`src/rtl/prescaled_updown_counter.sv`:
```
// -----------------------------------------------------------------------------
// prescaled_updown_counter
//
// A WIDTH-bit up/down counter that drives the LED bank. It advances once per
// prescaler period (every DIV enabled clocks) and once per rising edge of a
// push button. It can wrap or saturate at its limits, and it supports a
// synchronous clear and a synchronous load. o_tick and o_tc are registered
// pulses that let a second stage be cascaded onto this one.
//
// Parameters:
//   WIDTH    - counter/LEDR width in bits (1..32)
//   DIV      - prescaler period in clocks (>= 2)
//   SATURATE - 0: wrap at the limits, 1: hold at the limits
//
// Ports:
//   i_clk       in   system clock, rising edge
//   i_rst       in   asynchronous reset, active-high
//   i_en        in   prescaler run enable (0 pauses it without losing phase)
//   i_dir       in   0 = count up, 1 = count down (sampled on the step edge)
//   i_step      in   asynchronous button; each rising edge requests one step
//   i_load      in   synchronous load strobe
//   i_load_val  in   value loaded on i_load
//   i_clr       in   synchronous clear strobe (wins over i_load)
//   LEDR        out  registered count value
//   o_tick      out  one-cycle pulse in the cycle LEDR shows a step result
//   o_tc        out  one-cycle pulse when a step hit a limit
// -----------------------------------------------------------------------------
module prescaled_updown_counter #(
  parameter int WIDTH    = 4,
  parameter int DIV      = 50000000,
  parameter int SATURATE = 0
) (
  input  logic             i_clk,
  input  logic             i_rst,
  input  logic             i_en,
  input  logic             i_dir,
  input  logic             i_step,
  input  logic             i_load,
  input  logic [WIDTH-1:0] i_load_val,
  input  logic             i_clr,
  output logic [WIDTH-1:0] LEDR,
  output logic             o_tick,
  output logic             o_tc
);

  localparam int               PW       = $clog2(DIV);
  localparam logic [PW-1:0]    PRE_LAST = PW'(DIV - 1);
  localparam logic [WIDTH-1:0] CNT_MAX  = '1;
  localparam logic [WIDTH-1:0] CNT_MIN  = '0;

  logic [PW-1:0]    presc_q, presc_d;
  logic [WIDTH-1:0] cnt_q, cnt_d;
  logic             tick_q, tick_d;
  logic             tc_q, tc_d;
  logic             s1_q, s2_q, s3_q;

  logic ptick;
  logic spulse;
  logic step_evt;

  // The prescaler ends its period only while it is enabled, so pausing it
  // with i_en keeps the current phase.
  assign ptick    = i_en && (presc_q == PRE_LAST);

  // s1 is the metastability catcher. The edge is detected between s2 and s3,
  // so a held button gives one pulse only.
  assign spulse   = s2_q & ~s3_q;

  // A button step that lands on a prescaler tick merges with it: one step.
  assign step_evt = ptick | spulse;

  always_comb begin
    // NOTE: every always_comb output gets a default first so that no path
    // leaves it unassigned; otherwise synthesis would infer a latch.
    presc_d = presc_q;
    cnt_d   = cnt_q;
    tick_d  = 1'b0;
    tc_d    = 1'b0;

    if (i_en) begin
      presc_d = ptick ? '0 : presc_q + PW'(1);
    end

    if (i_clr) begin
      cnt_d   = '0;
      presc_d = '0;
    end else if (i_load) begin
      // Restarting the prescaler puts the next tick a full period after the load.
      cnt_d   = i_load_val;
      presc_d = '0;
    end else if (step_evt) begin
      tick_d = 1'b1;
      if (!i_dir) begin
        if (cnt_q == CNT_MAX) begin
          tc_d  = 1'b1;
          cnt_d = (SATURATE != 0) ? CNT_MAX : CNT_MIN;
        end else begin
          cnt_d = cnt_q + WIDTH'(1);
        end
      end else begin
        if (cnt_q == CNT_MIN) begin
          tc_d  = 1'b1;
          cnt_d = (SATURATE != 0) ? CNT_MIN : CNT_MAX;
        end else begin
          cnt_d = cnt_q - WIDTH'(1);
        end
      end
    end
  end

  // NOTE: sequential state is updated with non-blocking assignments, so every
  // flop samples its pre-edge inputs regardless of statement order.
  always_ff @(posedge i_clk or posedge i_rst) begin
    if (i_rst) begin
      presc_q <= '0;
      cnt_q   <= '0;
      tick_q  <= 1'b0;
      tc_q    <= 1'b0;
      s1_q    <= 1'b0;
      s2_q    <= 1'b0;
      s3_q    <= 1'b0;
    end else begin
      presc_q <= presc_d;
      cnt_q   <= cnt_d;
      tick_q  <= tick_d;
      tc_q    <= tc_d;
      // The synchroniser keeps shifting during clear/load. An edge that is
      // dropped there is not replayed later.
      s1_q    <= i_step;
      s2_q    <= s1_q;
      s3_q    <= s2_q;
    end
  end

  assign LEDR   = cnt_q;
  assign o_tick = tick_q;
  assign o_tc   = tc_q;

endmodule

```
`config.mk`:
```
export PLATFORM = sky130hd
export DESIGN_NAME = prescaled_updown_counter
export DESIGN_NICKNAME = d
export VERILOG_FILES = /design/src/rtl/prescaled_updown_counter.sv
export SDC_FILE = /design/constraint.sdc
export NUM_CORES = 1
export LEC_CHECK = 0
export ABC_CLOCK_PERIOD_IN_PS = 2400
export CAP_MARGIN = 10
export CORE_UTILIZATION = 55
export CTS_CLUSTER_DIAMETER = 80
export DETAILED_ROUTE_END_ITERATION = 6
export GPL_TIMING_DRIVEN = 0
export PLACE_DENSITY = 0.83
export SYNTH_ARGS = -nofsm -noshare
export SYNTH_HDL_FRONTEND = slang
export SYNTH_SLANG_ARGS = --single-unit
```
`constraint.sdc`:
```
create_clock -name i_clk -period 2.4 [get_ports i_clk]
set_input_delay 0.24 -clock i_clk [delete_from_list [all_inputs] [get_ports i_clk]]
set_output_delay 0.24 -clock i_clk [all_outputs]
set_load 0.01 [all_outputs]
```
Yosys cells after proc, flatten, opt, wreduce, memory -nomap -nowiden
Index checks and enable logic that the tools add are counted.
{"block": "classes", "n_bitwise": 3, "n_addsub": 3, "muxes": 19, "eq_ne": 2, "reduce_logical": 4}
{"operator": "two-way mux 26 bit", "n": 4}
{"operator": "adder 26 x 1 -> 26 bit (second input constant)", "n": 1}
{"operator": "== test 26 bit (second input constant)", "n": 1}
{"operator": "two-way mux 4 bit", "n": 6}
{"operator": "two-way mux 1 bit", "n": 9}
{"operator": "nonzero test 3 bit", "n": 2}
{"operator": "adder 4 x 1 -> 4 bit (second input constant)", "n": 1}
{"operator": "== test 4 bit (second input constant)", "n": 1}
{"operator": "logical NOT 4 bit", "n": 1}
{"operator": "subtractor 4 x 1 -> 4 bit (second input constant)", "n": 1}
{"operator": "AND 1 bit", "n": 1}
{"operator": "logical AND 1 bit", "n": 1}
{"operator": "NOT 1 bit", "n": 1}
{"operator": "OR 1 bit", "n": 1}
{"block": "word_totals", "output_inout_bits": 6, "elab_cells": 38, "in_bits": 11, "regBits": 35}

Logic depth before layout (Yosys ltp)
{"block": "depth", "depth_word": 6, "ltp_mapped": 7, "mapped_depth_nobuf": 7}

Least setup slack after synthesis
No wires, ideal clock.
{"block": "synth_path", "path_type": "reg2reg", "start": "register presc_q[0]", "end": "register cnt_q[2] (netlist: LEDR[2])", "path_stages_with_launch": 7, "required_time_ns": 2.331, "n_path_buf": 0, "arrival_time_ns": 1.735, "setup_ns": 0.069, "synth_period_minus_slack_ns": 1.804, "path_slack_ns": 0.596, "path_cell_list": "dfrtp_1 ha_1 nand4_2 nor4_4 nand2_2 or4_1 nand3_1"}
{"block": "synth_via", "elab_chain_len": 4}
{"item": "start, declared", "line": "51", "rtl": "logic [PW-1:0] presc_q, presc_d;"}
{"item": "start signal, assigned", "line": "123", "rtl": "presc_q <= presc_d;"}
{"item": "== test 26 bit", "line": "63", "rtl": "assign ptick = i_en && (presc_q == PRE_LAST);"}
{"item": "logical AND 1 bit", "line": "63"}
{"item": "OR 1 bit", "line": "70", "rtl": "assign step_evt = ptick | spulse;"}
{"item": "nonzero test 3 bit (no line)"}
{"item": "end signal, assigned", "line": "124", "rtl": "cnt_q <= cnt_d;"}
{"item": "end, declared", "line": "52", "rtl": "logic [WIDTH-1:0] cnt_q, cnt_d;"}
Every way passes these cells.
A chain may end at the register's enable or synchronous reset.

Worst setup path after layout
Ends and elaborated chain as after synthesis.

==> reports/summary.txt <==
GRT
----------------------------------------------------------------------------------------------------
First-pass GRT wire length ............................................................     6.672 mm
Remaining global-route overflow .......................................................            0
Maximum number of pins on one net before global-route repair ..........................           22
Number of global-route vias before repair .............................................         1483
Total GRT Usage .......................................................................       25.09%
Antenna violations before repair ......................................................            0

SYNTH
----------------------------------------------------------------------------------------------------
Fraction of synthesis flops using an asynchronous set or reset pin ....................       100.0%
Synth area leader .....................................................................      dfrtp_1
Area share of the largest cell type after synthesis ...................................       46.82%
Number of distinct library cells after synthesis ......................................           40
Leading post-synthesis cells by cell area ............................................. dfrtp_1, xor2_1, nor2_1
Synthesized net count .................................................................          212
Post-synthesis instance total .........................................................          198
Warnings, synthesis ...................................................................            0
Synth Register Bits ...................................................................           35
Number of enable-type register cells in the synthesized netlist .......................            0
Proportion of synthesized chip area in sequential cells ...............................       46.82%
Mean instance size in the synthesized netlist .........................................   9.447 um^2
Post-Synthesis Cell Area .............................................................. 0.001871 mm^2
Predominant post-synthesis flop cell ..................................................      dfrtp_1

STA
----------------------------------------------------------------------------------------------------
Post-route fraction of the period consumed by the critical path .......................       83.21%
Clock skew after layout ...............................................................  0.009873 ns
Peak Freq .............................................................................   0.5007 GHz
Relative slew margins .................................................................       51.92%
Unrepaired setup endpoints after global routing .......................................           no
Max Slew Vio Count ....................................................................            0
Final critical-path required period ...................................................     1.997 ns
TNS Setup .............................................................................         0 ns
Setup violators final .................................................................            0
Worst-margin pin slew .................................................................    0.7157 ns
Hold WS ...............................................................................    0.2717 ns
Number of endpoints with negative hold slack in the final report ......................            0

PLACED DESIGN
----------------------------------------------------------------------------------------------------
Estimated wirelength of the detail-placed design ......................................     2.959 mm
Number of buffers added on ports ......................................................           16
Placer Congestion .....................................................................       0.8861

POWER AND IR DROP
----------------------------------------------------------------------------------------------------
Pwr Density ........................................................................... 478.9 mW/mm^2
Proportion of total power due to net switching ........................................       25.37%
Net switching power figure ............................................................  0.0002628 W
Highest ir drop seen on vdd ...........................................................    0.3474 mV
Static leakage ........................................................................    0.8930 nW
Combinational Power Share .............................................................        12.0%
Proportion of power drawn by flip-flops and latches ...................................        59.1%
Int Power .............................................................................  0.0007731 W
Clock share of power ..................................................................        28.9%

DIE
----------------------------------------------------------------------------------------------------
DIE WIDTH .............................................................................     60.32 um
I/O pins ..............................................................................           17
Placeable core region ................................................................. 0.003128 mm^2
Area of the die ....................................................................... 0.003638 mm^2
Die Y .................................................................................     60.32 um
Initial core utilization ..............................................................       59.80%
Cell row count ........................................................................           20

CRITICAL PATH
----------------------------------------------------------------------------------------------------
Critical path data arrival time .......................................................      2.27 ns
Startpoint type of the worst setup path ...............................................    flip-flop
R2R Path Start ........................................................................   presc_q[0]
Critical path class ................................................................... flip-flop to flip-flop
Crit. Startpoint ......................................................................   presc_q[0]
Data required time of the critical path ...............................................      2.67 ns
Crit Path Max Fanout ..................................................................            6
Critical path endpoint category .......................................................    flip-flop

CLOCK NETWORK
----------------------------------------------------------------------------------------------------
Deepest level of the CTS H-tree .......................................................            2
Count of hold-fix buffers inserted at cts .............................................            0
Number of clock sinks .................................................................           35
Clock-pin slew reported for the worst setup and hold paths after clock tree synthesis .      0.11 ns
Post-CTS repair timing setup buffer count .............................................            0
Number of gates given a new drive strength after cts ..................................            0
Clock Tree Buf Depth ..................................................................            2
Cts bufs inserted .....................................................................            5
Clock latency at the later pin of the worst-skew pair .................................      0.33 ns
Clock root buffer .....................................................................     clkbuf_4
TritonCTS clock tree ..................................................................          yes

DETAILED ROUTING
----------------------------------------------------------------------------------------------------
Total routed wire length on the met1 layer ............................................     1.682 mm
Detailed router's first-iteration violation count .....................................           49
Ratio of routed vias to standard cells ................................................        5.704
First-pass DRT Iterations .............................................................            4
Sum of met3 wire segment lengths after detailed routing ...............................       138 um
Count of nets left with antenna violations after detail routing .......................            0
Detailed route wirelength on metal2 ...................................................     1.944 mm
WL final ..............................................................................     3.830 mm
Uppermost layer routed ................................................................         met4
Average wire length per cell after detail routing .....................................     14.34 um
DRC Markers ...........................................................................            0
Detailed-route via count ..............................................................         1523

LAYOUT
----------------------------------------------------------------------------------------------------
Total of fill cells in the finished design ............................................          253
Total number of nets in the final design ..............................................          236
Area growth syn-to-layout .............................................................       15.65%
Proportion of layout cells with a drive suffix above 1 ................................       8.072%
Ant diodes ............................................................................            0
Most used cells in the layout excluding fill and tap cells ............................ dfrtp_1, nor2_1, xor2_1
Most common cell after layout, fill and taps aside ....................................      dfrtp_1

STATUS
----------------------------------------------------------------------------------------------------
Outcome ............................................................................... complete, no violations

MIN PATH
----------------------------------------------------------------------------------------------------
Class of the tightest hold or removal check ........................................... input pin to asynchronous set/reset pin

JOB
----------------------------------------------------------------------------------------------------
Max-capacitance violation count .......................................................            0

==> sequential cells by signal, summed over array words and instances (netlist names) <==
signal and count:
LEDR 4, o_tick 1, presc_q 26, s2_q 1
s1_q 1, o_tc 1, s3_q 1
==> through the flow <==
| step | instance area, um^2 | power, W | utilization, % | instances | setup WS [ns] |
|---|---|---|---|---|---|
| floorplan | 1871 | 0.0006881 | - | 198 | 0.5960 |
| global placement | 2086 | 0.0007362 | 66.68 | 258 | 0.1888 |
| detailed placement | 2113 | 0.0007484 | 67.56 | 259 | 0.1759 |
| CTS | 2163 | 0.001046 | 69.16 | 267 | 0.4037 |
| global route | 2163 | 0.001093 | 69.16 | 267 | 0.2797 |
| finish | 2163 | 0.001036 | 69.16 | 267 | 0.4030 |
==> path summary, 6_finish.rpt <==
check / end / slack [ns] / cells past startpoint
setup / recovery: LEDR[2] / 0.40 / 6
hold / removal: presc_q[20] / 0.27 / 2
setup reg to reg: LEDR[2] / 0.40 / 6
hold reg to reg: s2_q / 0.37 / 0
max in group asynchronous: presc_q[9] / 1.60 / 3
min in group i_clk: s1_q / 0.35 / 1
==> worst max-delay path, cell delays in order, from the launching register on <==
cell,delay [ns]
dfrtp_1,0.43
ha_1,0.23
nand4_2,0.19
nor4_4,0.35
nand2_2,0.15
or4_1,0.51
nand3_1,0.07
==> Yosys cell counts, drive strengths merged (4+ instances only) <==
cell type	n
a21oi	5
and3	4
dfrtp	35
inv	5
nand2	18
nand2b	5
nand3	16
nand4	9
nor2	34
nor3	5
nor4	4
o21ai	4
xnor2	4
xor2	19
==> kinds of logic after synthesis <==
family	Yosys count	synth area share, %
AO/OA/AOI/OAI	16	5.953
AND/OR/NAND/NOR	109	30.77
adder cells (fa/ha/maj)	3	2.007
buffers and inverters	9	1.940
multiplexers	3	1.739
XOR/XNOR	23	10.77
flip-flops	35	46.82
==> layout make-up <==
cell class                 instances  area, um^2  share of cell area [%]
inverter                           5       18.77                  0.8676
buffer                             4       17.52                  0.8097
clock inverter                     1       5.005                  0.2313
multi-input combinational        154       958.4                   44.30
clock buffer                       7       45.04                   2.082
tap                               44       55.05                   2.545
timing repair buffer              17       187.7                   8.676
sequential                        35       875.8                   40.49
==> power by group through the flow <==
| stage | Combinational, W | Sequential, W | Clock, W |
|---|---|---|---|
| 2_1_floorplan | 0.0000644 | 0.000624 | 0 |
| 3_3_place_gp | 0.000114 | 0.000622 | 0 |
| 3_5_place_dp | 0.000125 | 0.000623 | 0 |
| 4_1_cts | 0.000125 | 0.000612 | 0.000309 |
| 5_1_grt | 0.000139 | 0.000614 | 0.000340 |
| 6_report | 0.000125 | 0.000612 | 0.000299 |
==> per-layer routing <==
metal | track usage (%) | vias up
met5 | 0 | -
met1 | 32.13 | 734
met3 | 4.762 | 7
li1 | - | 741
met4 | 9.967 | 0
met2 | 41.76 | 41
No activity file was read; power rests on OpenSTA's default activity.
